File: config.mk
export PLATFORM = sky130hd
export DESIGN_NAME = transfer_sequencer
export DESIGN_NICKNAME = d
export VERILOG_FILES = /design/src/rtl/transfer_sequencer.sv
export SDC_FILE = /design/constraint.sdc
export NUM_CORES = 1
export LEC_CHECK = 0
export ABC_AREA = 1
export BUFFER_PORTS_ARGS = -buffer_cell sky130_fd_sc_hd__buf_2
export CAP_MARGIN = 30
export CORE_MARGIN = 5
export CORE_UTILIZATION = 43
export CTS_CLUSTER_DIAMETER = 100
export DETAILED_ROUTE_END_ITERATION = 6
export PLACE_DENSITY_LB_ADDON = 0.05
export SETUP_SLACK_MARGIN = 0.1
export SLEW_MARGIN = 30
export SYNTH_ARGS = -nofsm -noshare
export SYNTH_HDL_FRONTEND = slang
export SYNTH_SLANG_ARGS = --single-unit
File: constraint.sdc
create_clock -name clock -period 1.4 [get_ports clock]
set_input_delay 0.28 -clock clock [delete_from_list [all_inputs] [get_ports clock]]
set_output_delay 0.28 -clock clock [all_outputs]
set_load 0.05 [all_outputs]
File: src/rtl/transfer_sequencer.sv
// transfer_sequencer
//   Moves one byte between register-file slots, or writes an immediate into a
//   slot, using a five-state sequence: IDLE -> READ -> CAPTURE -> WRITE -> DONE.
//   An immediate transfer skips READ and CAPTURE.
//
// Ports
//   clock          : clock; every transition happens on its rising edge
//   reset          : synchronous, active-high; aborts any transfer in flight
//   start          : one-cycle request, accepted only in IDLE
//   src_sel        : source register index (0-3)
//   dst_sel        : destination register index (0-3)
//   imm_en         : use imm_value as the source instead of a register
//   imm_value      : immediate operand
//   reg_values     : current contents of registers 0-3, register n on [8n+7:8n]
//   read_en        : one-hot read strobe, asserted in READ
//   write_en       : one-hot write strobe, asserted in WRITE
//   data_bus       : holding-latch value, valid when qualified by write_en
//   busy           : high whenever the sequencer is not in IDLE
//   done           : one-cycle completion pulse in DONE
//   transfer_count : (TRANSFER_COUNT_EN only) 16-bit wrapping count of
//                    completed transfers
//
// Configuration
//   `define TRANSFER_COUNT_EN to add the transfer_count output and counter.

module transfer_sequencer (
  input  logic        clock,
  input  logic        reset,
  input  logic        start,
  input  logic [1:0]  src_sel,
  input  logic [1:0]  dst_sel,
  input  logic        imm_en,
  input  logic [7:0]  imm_value,
  input  logic [31:0] reg_values,
  output logic [3:0]  read_en,
  output logic [3:0]  write_en,
  output logic [7:0]  data_bus,
  output logic        busy,
  output logic        done
`ifdef TRANSFER_COUNT_EN
  ,
  output logic [15:0] transfer_count
`endif
);

  localparam int DATA_W = 8;

  typedef enum logic [2:0] {
    S_IDLE    = 3'd0,
    S_READ    = 3'd1,
    S_CAPTURE = 3'd2,
    S_WRITE   = 3'd3,
    S_DONE    = 3'd4
  } state_t;

  state_t              state_q;
  state_t              state_d;
  logic [1:0]          src_q;
  logic [1:0]          dst_q;
  logic                imm_q;
  logic [DATA_W-1:0]   hold_q;
  logic [DATA_W-1:0]   cap_value;

  // Register slot addressed by the latched source index.
  always_comb begin
    cap_value = reg_values[7:0];
    case (src_q)
      2'd0: cap_value = reg_values[7:0];
      2'd1: cap_value = reg_values[15:8];
      2'd2: cap_value = reg_values[23:16];
      2'd3: cap_value = reg_values[31:24];
      default: cap_value = reg_values[7:0];
    endcase
  end

  // State register.
  always_ff @(posedge clock) begin
    if (reset) begin
      state_q <= S_IDLE;
    end else begin
      state_q <= state_d;
    end
  end

  // Next-state logic. start is only looked at in IDLE, so requests made
  // while busy are dropped rather than queued.
  always_comb begin
    state_d = state_q;
    case (state_q)
      S_IDLE:    if (start) state_d = imm_en ? S_WRITE : S_READ;
      S_READ:    state_d = S_CAPTURE;
      S_CAPTURE: state_d = S_WRITE;
      S_WRITE:   state_d = S_DONE;
      S_DONE:    state_d = S_IDLE;
      default:   state_d = S_IDLE;
    endcase
  end

  // Request fields and holding latch. An immediate is loaded at acceptance;
  // a register value is sampled at the edge that ends CAPTURE.
  always_ff @(posedge clock) begin
    if (reset) begin
      src_q  <= '0;
      dst_q  <= '0;
      imm_q  <= 1'b0;
      hold_q <= '0;
    end else if (state_q == S_IDLE && start) begin
      src_q <= src_sel;
      dst_q <= dst_sel;
      imm_q <= imm_en;
      if (imm_en) begin
        hold_q <= imm_value;
      end
    end else if (state_q == S_CAPTURE && !imm_q) begin
      hold_q <= cap_value;
    end
  end

  // Outputs decode from the state alone; the one-hot strobes are therefore
  // mutually exclusive by construction.
  always_comb begin
    read_en  = 4'b0000;
    write_en = 4'b0000;
    done     = 1'b0;
    busy     = (state_q != S_IDLE);
    data_bus = hold_q;
    case (state_q)
      S_READ:  read_en  = 4'b0001 << src_q;
      S_WRITE: write_en = 4'b0001 << dst_q;
      S_DONE:  done     = 1'b1;
      default: ;
    endcase
  end

`ifdef TRANSFER_COUNT_EN
  logic [15:0] count_q;

  // Counts each DONE cycle as it completes; wraps naturally at 16 bits.
  always_ff @(posedge clock) begin
    if (reset) begin
      count_q <= '0;
    end else if (state_q == S_DONE) begin
      count_q <= count_q + 16'd1;
    end
  end

  assign transfer_count = count_q;
`endif

endmodule

Yosys cells after proc, flatten, opt, wreduce, memory -nomap -nowiden
Index checks and enable logic that the tools add are counted.
{"block": "classes", "reduce_logical": 8, "order_cmp": 0, "n_mul": 0, "n_div": 0, "n_addsub": 0, "muxes": 10, "n_bitwise": 0, "n_shift": 2, "eq_ne": 9}
{"operator": "8-bit case mux with 4 select lines", "count": 1}
{"operator": "8-bit two-way mux", "count": 3}
{"operator": "3-bit case mux with 4 select lines", "count": 1}
{"operator": "4-bit two-way mux", "count": 2}
{"operator": "1-bit by 2-bit << shifter with 4-bit output (first input constant)", "count": 2}
{"operator": "3-bit by 2-bit equality test with 1-bit output (second input constant)", "count": 2}
{"operator": "2-bit equality test (second input constant)", "count": 2}
{"operator": "2-bit inequality test (second input constant)", "count": 2}
{"operator": "3-bit by 1-bit equality test with 1-bit output (second input constant)", "count": 1}
{"operator": "3-bit equality test (second input constant)", "count": 1}
{"operator": "3-bit zero test", "count": 1}
{"operator": "3-bit two-way mux", "count": 1}
{"operator": "3-bit nonzero test", "count": 1}
{"operator": "2-bit by 1-bit equality test with 1-bit output (second input constant)", "count": 1}
{"operator": "1-bit logical AND", "count": 2}
{"operator": "2-bit zero test", "count": 1}
{"operator": "2-bit two-way mux", "count": 1}
{"operator": "2-bit AND reduction", "count": 1}
{"operator": "2-bit nonzero test", "count": 1}
{"operator": "1-bit zero test", "count": 1}
{"operator": "1-bit two-way mux", "count": 1}
{"block": "totals", "n_memories": 0, "regBits": 16, "ram_bits": 0, "rom_bits": 0, "input_bits": 48, "latchBits": 0}

Depth between registers and ports, before layout
{"block": "logic_depth", "depth_word": 4, "ltp_mapped": 8}

Worst setup path before layout
OpenSTA, ideal clock, no wires.
{"block": "synth_path", "kind": "reg-to-output", "startpoint": "register src_q[1]", "endpoint": "output read_en[1]", "t_required_ps": 1120, "stages_incl_launch_ff": 4, "slack_ps": -569, "t_arrival_ps": 1689, "cell_sequence": "dfxtp_1 -> buf_4 -> buf_4 -> nor3_1"}
{"block": "synth_via", "elab_chain_len": 2}
{"item": "start, declared", "line": "58", "rtl": "logic [1:0] src_q;"}
{"item": "start signal, assigned", "line": "108", "rtl": "src_q <= src_sel;"}
{"item": "1-bit by 2-bit << shifter with 4-bit output", "line": "128", "rtl": "S_READ: read_en = 4'b0001 << src_q;"}
{"item": "4-bit two-way mux", "line": "127", "rtl": "case (state_q)"}
{"item": "end, declared", "line": "35", "rtl": "output logic [3:0] read_en,"}
Every way passes these cells.

Worst setup path in the final report
{"block": "layout_path", "startpoint": "register state_q[2]", "endpoint": "output write_en[2]"}
{"block": "layout_via", "elab_chain_len": 2}
{"item": "start, declared", "line": "56", "rtl": "state_t state_q;"}
{"item": "start signal, assigned", "line": "81", "rtl": "state_q <= state_d;"}
{"item": "3-bit by 2-bit equality test with 1-bit output", "line": "127"}
{"item": "4-bit two-way mux", "line": "127"}
{"item": "end, declared", "line": "36", "rtl": "output logic [3:0] write_en,"}
Every way passes these cells.

==> results.md <==
- Cell variety after synth: 19
- Hold path depth: 2
- Overall die height: 60.7 microns
- FF-to-FF End: data_bus[0]
- Endpoints failing hold: 0
- Max Cap Violations: 0
- Detailed Route Iter0 Violations: 68
- Failing checks: setup timing
- Fill cell count: 181
- Layout Skew: 0.00142 ns
- Port Buf Inserts: 65
- Warnings from Yosys: 0
- Slowest cell delay on critical path: 0.38 ns
- Crit-path cells: inv_6 > nand3_4 > nor3_4 > buf_6
- Top Family by Delay on Critical Path: simple AND/OR/NAND/NOR gates
- Slowest cell on crit path: dfxtp_4
- Worst Setup End Kind: primary output
- RSZ-0062 raised after global routing: true
- First-pass GRT wire length: 6240 microns
- Starting density of the core: 44.7%
- Actual slew at the worst max-slew pin: 0.263 ns
- GRT Overall Usage: 23.1%
- Reg2Reg Depth: 9
- Clock Power Share: 16.8%
- Logic gate share of total power: 53.4%
- Core Area: 2480 sq um
- Antenna violations before repair: 0
- RePlAce Congestion: 0.815
- Via count: 1493
- Slew Limit Fails: 0
- R2r setup slk: -0.06 ns
- Sequential power share: 29.8%
- Vias in the first global route: 1450
- Worst reg2reg startpoint: state_q[0]
- Worst vdd rail ir drop: 0.804 mV
- # clock sinks: 16
- Crit Path Class: reg -> out
- Total CTS buffers: 3
- Final period util: 115%
- Worst-path clk slew: 0.10 ns
- Std cell rows: 18
- Crit path launch type: register
- Power Density: 1010 nW/um^2
- Clock latency on the worst-skew pair: 0.30 ns
- Critical Path Fanout Max: 5
- Final Power: 0.00193 W
- Diodes inserted: 0
- Via density: 5.01
- Avg WL per Cell: 14.0 microns
- Hold endpoint: imm_q
- Layout cell share with drive strength beyond 1: 48.9%
- Grt total ovfl: 0
- Root Driver: clkbuf_4
- Min-delay worst type: in -> reg
- Outcome: finished with violations
- Worst Path Required: 1.12 ns
- Die area: 3690 sq um
- P&R area growth vs syn: 73.4%
- Post-Syn Area: 1110 sq um
- Remaining antenna violation count after routing: 0
- P_int: 0.00106 W
- Wirelength, routed: 4160 microns
- Die W: 60.7 microns
- Slew margin rel.: 82.3%
- Register bit count reported by yosys: 16
- Syn avg cell area: 6.02 sq um
- Synthesized Nets: 232
- Nets: 317
- WP data arrival: 1.33 ns
- H-tree levels: 1
- Switch share: 44.9%
- Worst hold start: reset
- Leak: 0.947 nW
- CTS tree: yes
- Hold WS: 0.240 ns
- Setup ws final: -0.209 ns
- Min Tclk post-route: 1.61 ns
- Clk buf depth: 2
- CP Buf/Inv Count: 2
- NetSw: 0.000866 W
- Post-DP HPWL: 2890 microns
- Fmax: 621 MHz
- Gate Count Post-Synth: 184
- Residual DRC: 0
- Fin Setup TNS: -1.48 ns
- Largest net degree at the start of global routing: 12
- Seq/Total Area, Yosys: 28.9%
- Final setup vio count: 18
- DR pass1 iterations: 4
- Stages on worst setup path: 4
- I/O Pins: 66
## power groups by stage
stage | clock, W | sequential [W] | combinational (W)
6_report | 0.000324 | 0.000576 | 0.00103
5_1_grt | 0.000340 | 0.000585 | 0.00111
4_1_cts | 0.000330 | 0.000572 | 0.000964
3_5_place_dp | 0 | 0.000582 | 0.000837
3_3_place_gp | 0 | 0.000579 | 0.000816
2_1_floorplan | 0 | 0.000692 | 0.000500
## layout make-up
class	count	area, sq um	area share [%]
Timing Repair Buffer	85	581	30.2
Tap cell	30	37.5	1.95
Sequential cell	16	337	17.5
Multi-Input combinational cell	140	831	43.3
Clock buffer	4	36.3	1.89
Inverter	23	98.8	5.15
## synth_stat cells
cell type	count	share of area, %
nor2_4	2	2.0
nand2_4	1	1.0
nand2_1	36	12
o21ai_2	1	0.79
nor2_1	43	15
nand4_2	1	1.1
a21oi_1	8	3.6
buf_8	1	1.4
or2_2	1	0.57
o21ai_0	11	5.0
nor4_1	1	0.57
nand3_4	1	1.6
buf_4	5	3.4
buf_6	1	1.0
nor3_1	6	2.7
nand3_1	26	12
dfxtp_1	16	29
inv_2	3	1.0
inv_1	20	6.8
## flip-flops by register name, indices dropped and copies added (netlist names)
signal / count
dst_q: 2
state_q: 3
imm_q: 1
data_bus: 8
src_q: 2
## metal layers
metal,up-vias,track usage [%],routed length (microns)
met1,691,24.8,1590
met4,0,9.60,56
met2,41,44.7,2340
li1,755,-,-
met5,-,0,0
met3,6,2.98,170
## through the flow
step,utilization [%],worst slack [ns],cells,cell area [sq um]
5_1_grt,77.5,-0.229,298,1920
3_5_place_dp,64.8,0.0584,281,1610
6_report,77.5,-0.209,298,1920
4_1_cts,73.7,-0.161,293,1830
2_1_floorplan,-,0.0342,184,1230
3_3_place_gp,64.8,0.0604,281,1610
## logic make-up (layout without fill, tap and decap cells)
kind of cell	Yosys count	in the layout	synth area share, %
AO/OA/AOI/OAI	20	20	9.38
buffers and inverters	30	112	13.6
flip-flops	16	16	28.9
AND/OR/NAND/NOR	118	120	48.1
## cells in the final DEF, fill, tap and decap left out, drive strengths merged
cell and count:
o21ai 12, a21oi 8, nand4 1, buf 85, nor2 45, dfxtp 16, or2 1, nand2 38
nand3 28, inv 23, nor3 6, clkbuf 4, nor4 1
## worst max path at each step
stage | start | to | slack (ns)
after floorplan | state_q[1] | read_en[1] | 0.03
final | state_q[2] | write_en[2] | -0.21
after detailed placement | state_q[2] | read_en[1] | 0.06
after global routing | state_q[2] | write_en[2] | -0.23
after CTS | state_q[2] | write_en[2] | -0.16
after global placement | state_q[2] | read_en[1] | 0.06
## what timing repair did
item	CTS	global route
hold buffers	0	0
setup buffers	6	5
gates cloned	2	0
setup endpoints to repair	16	23
resized for setup	40	19
pin swaps	10	8
Note: power is estimated with default switching activity, not from simulation.
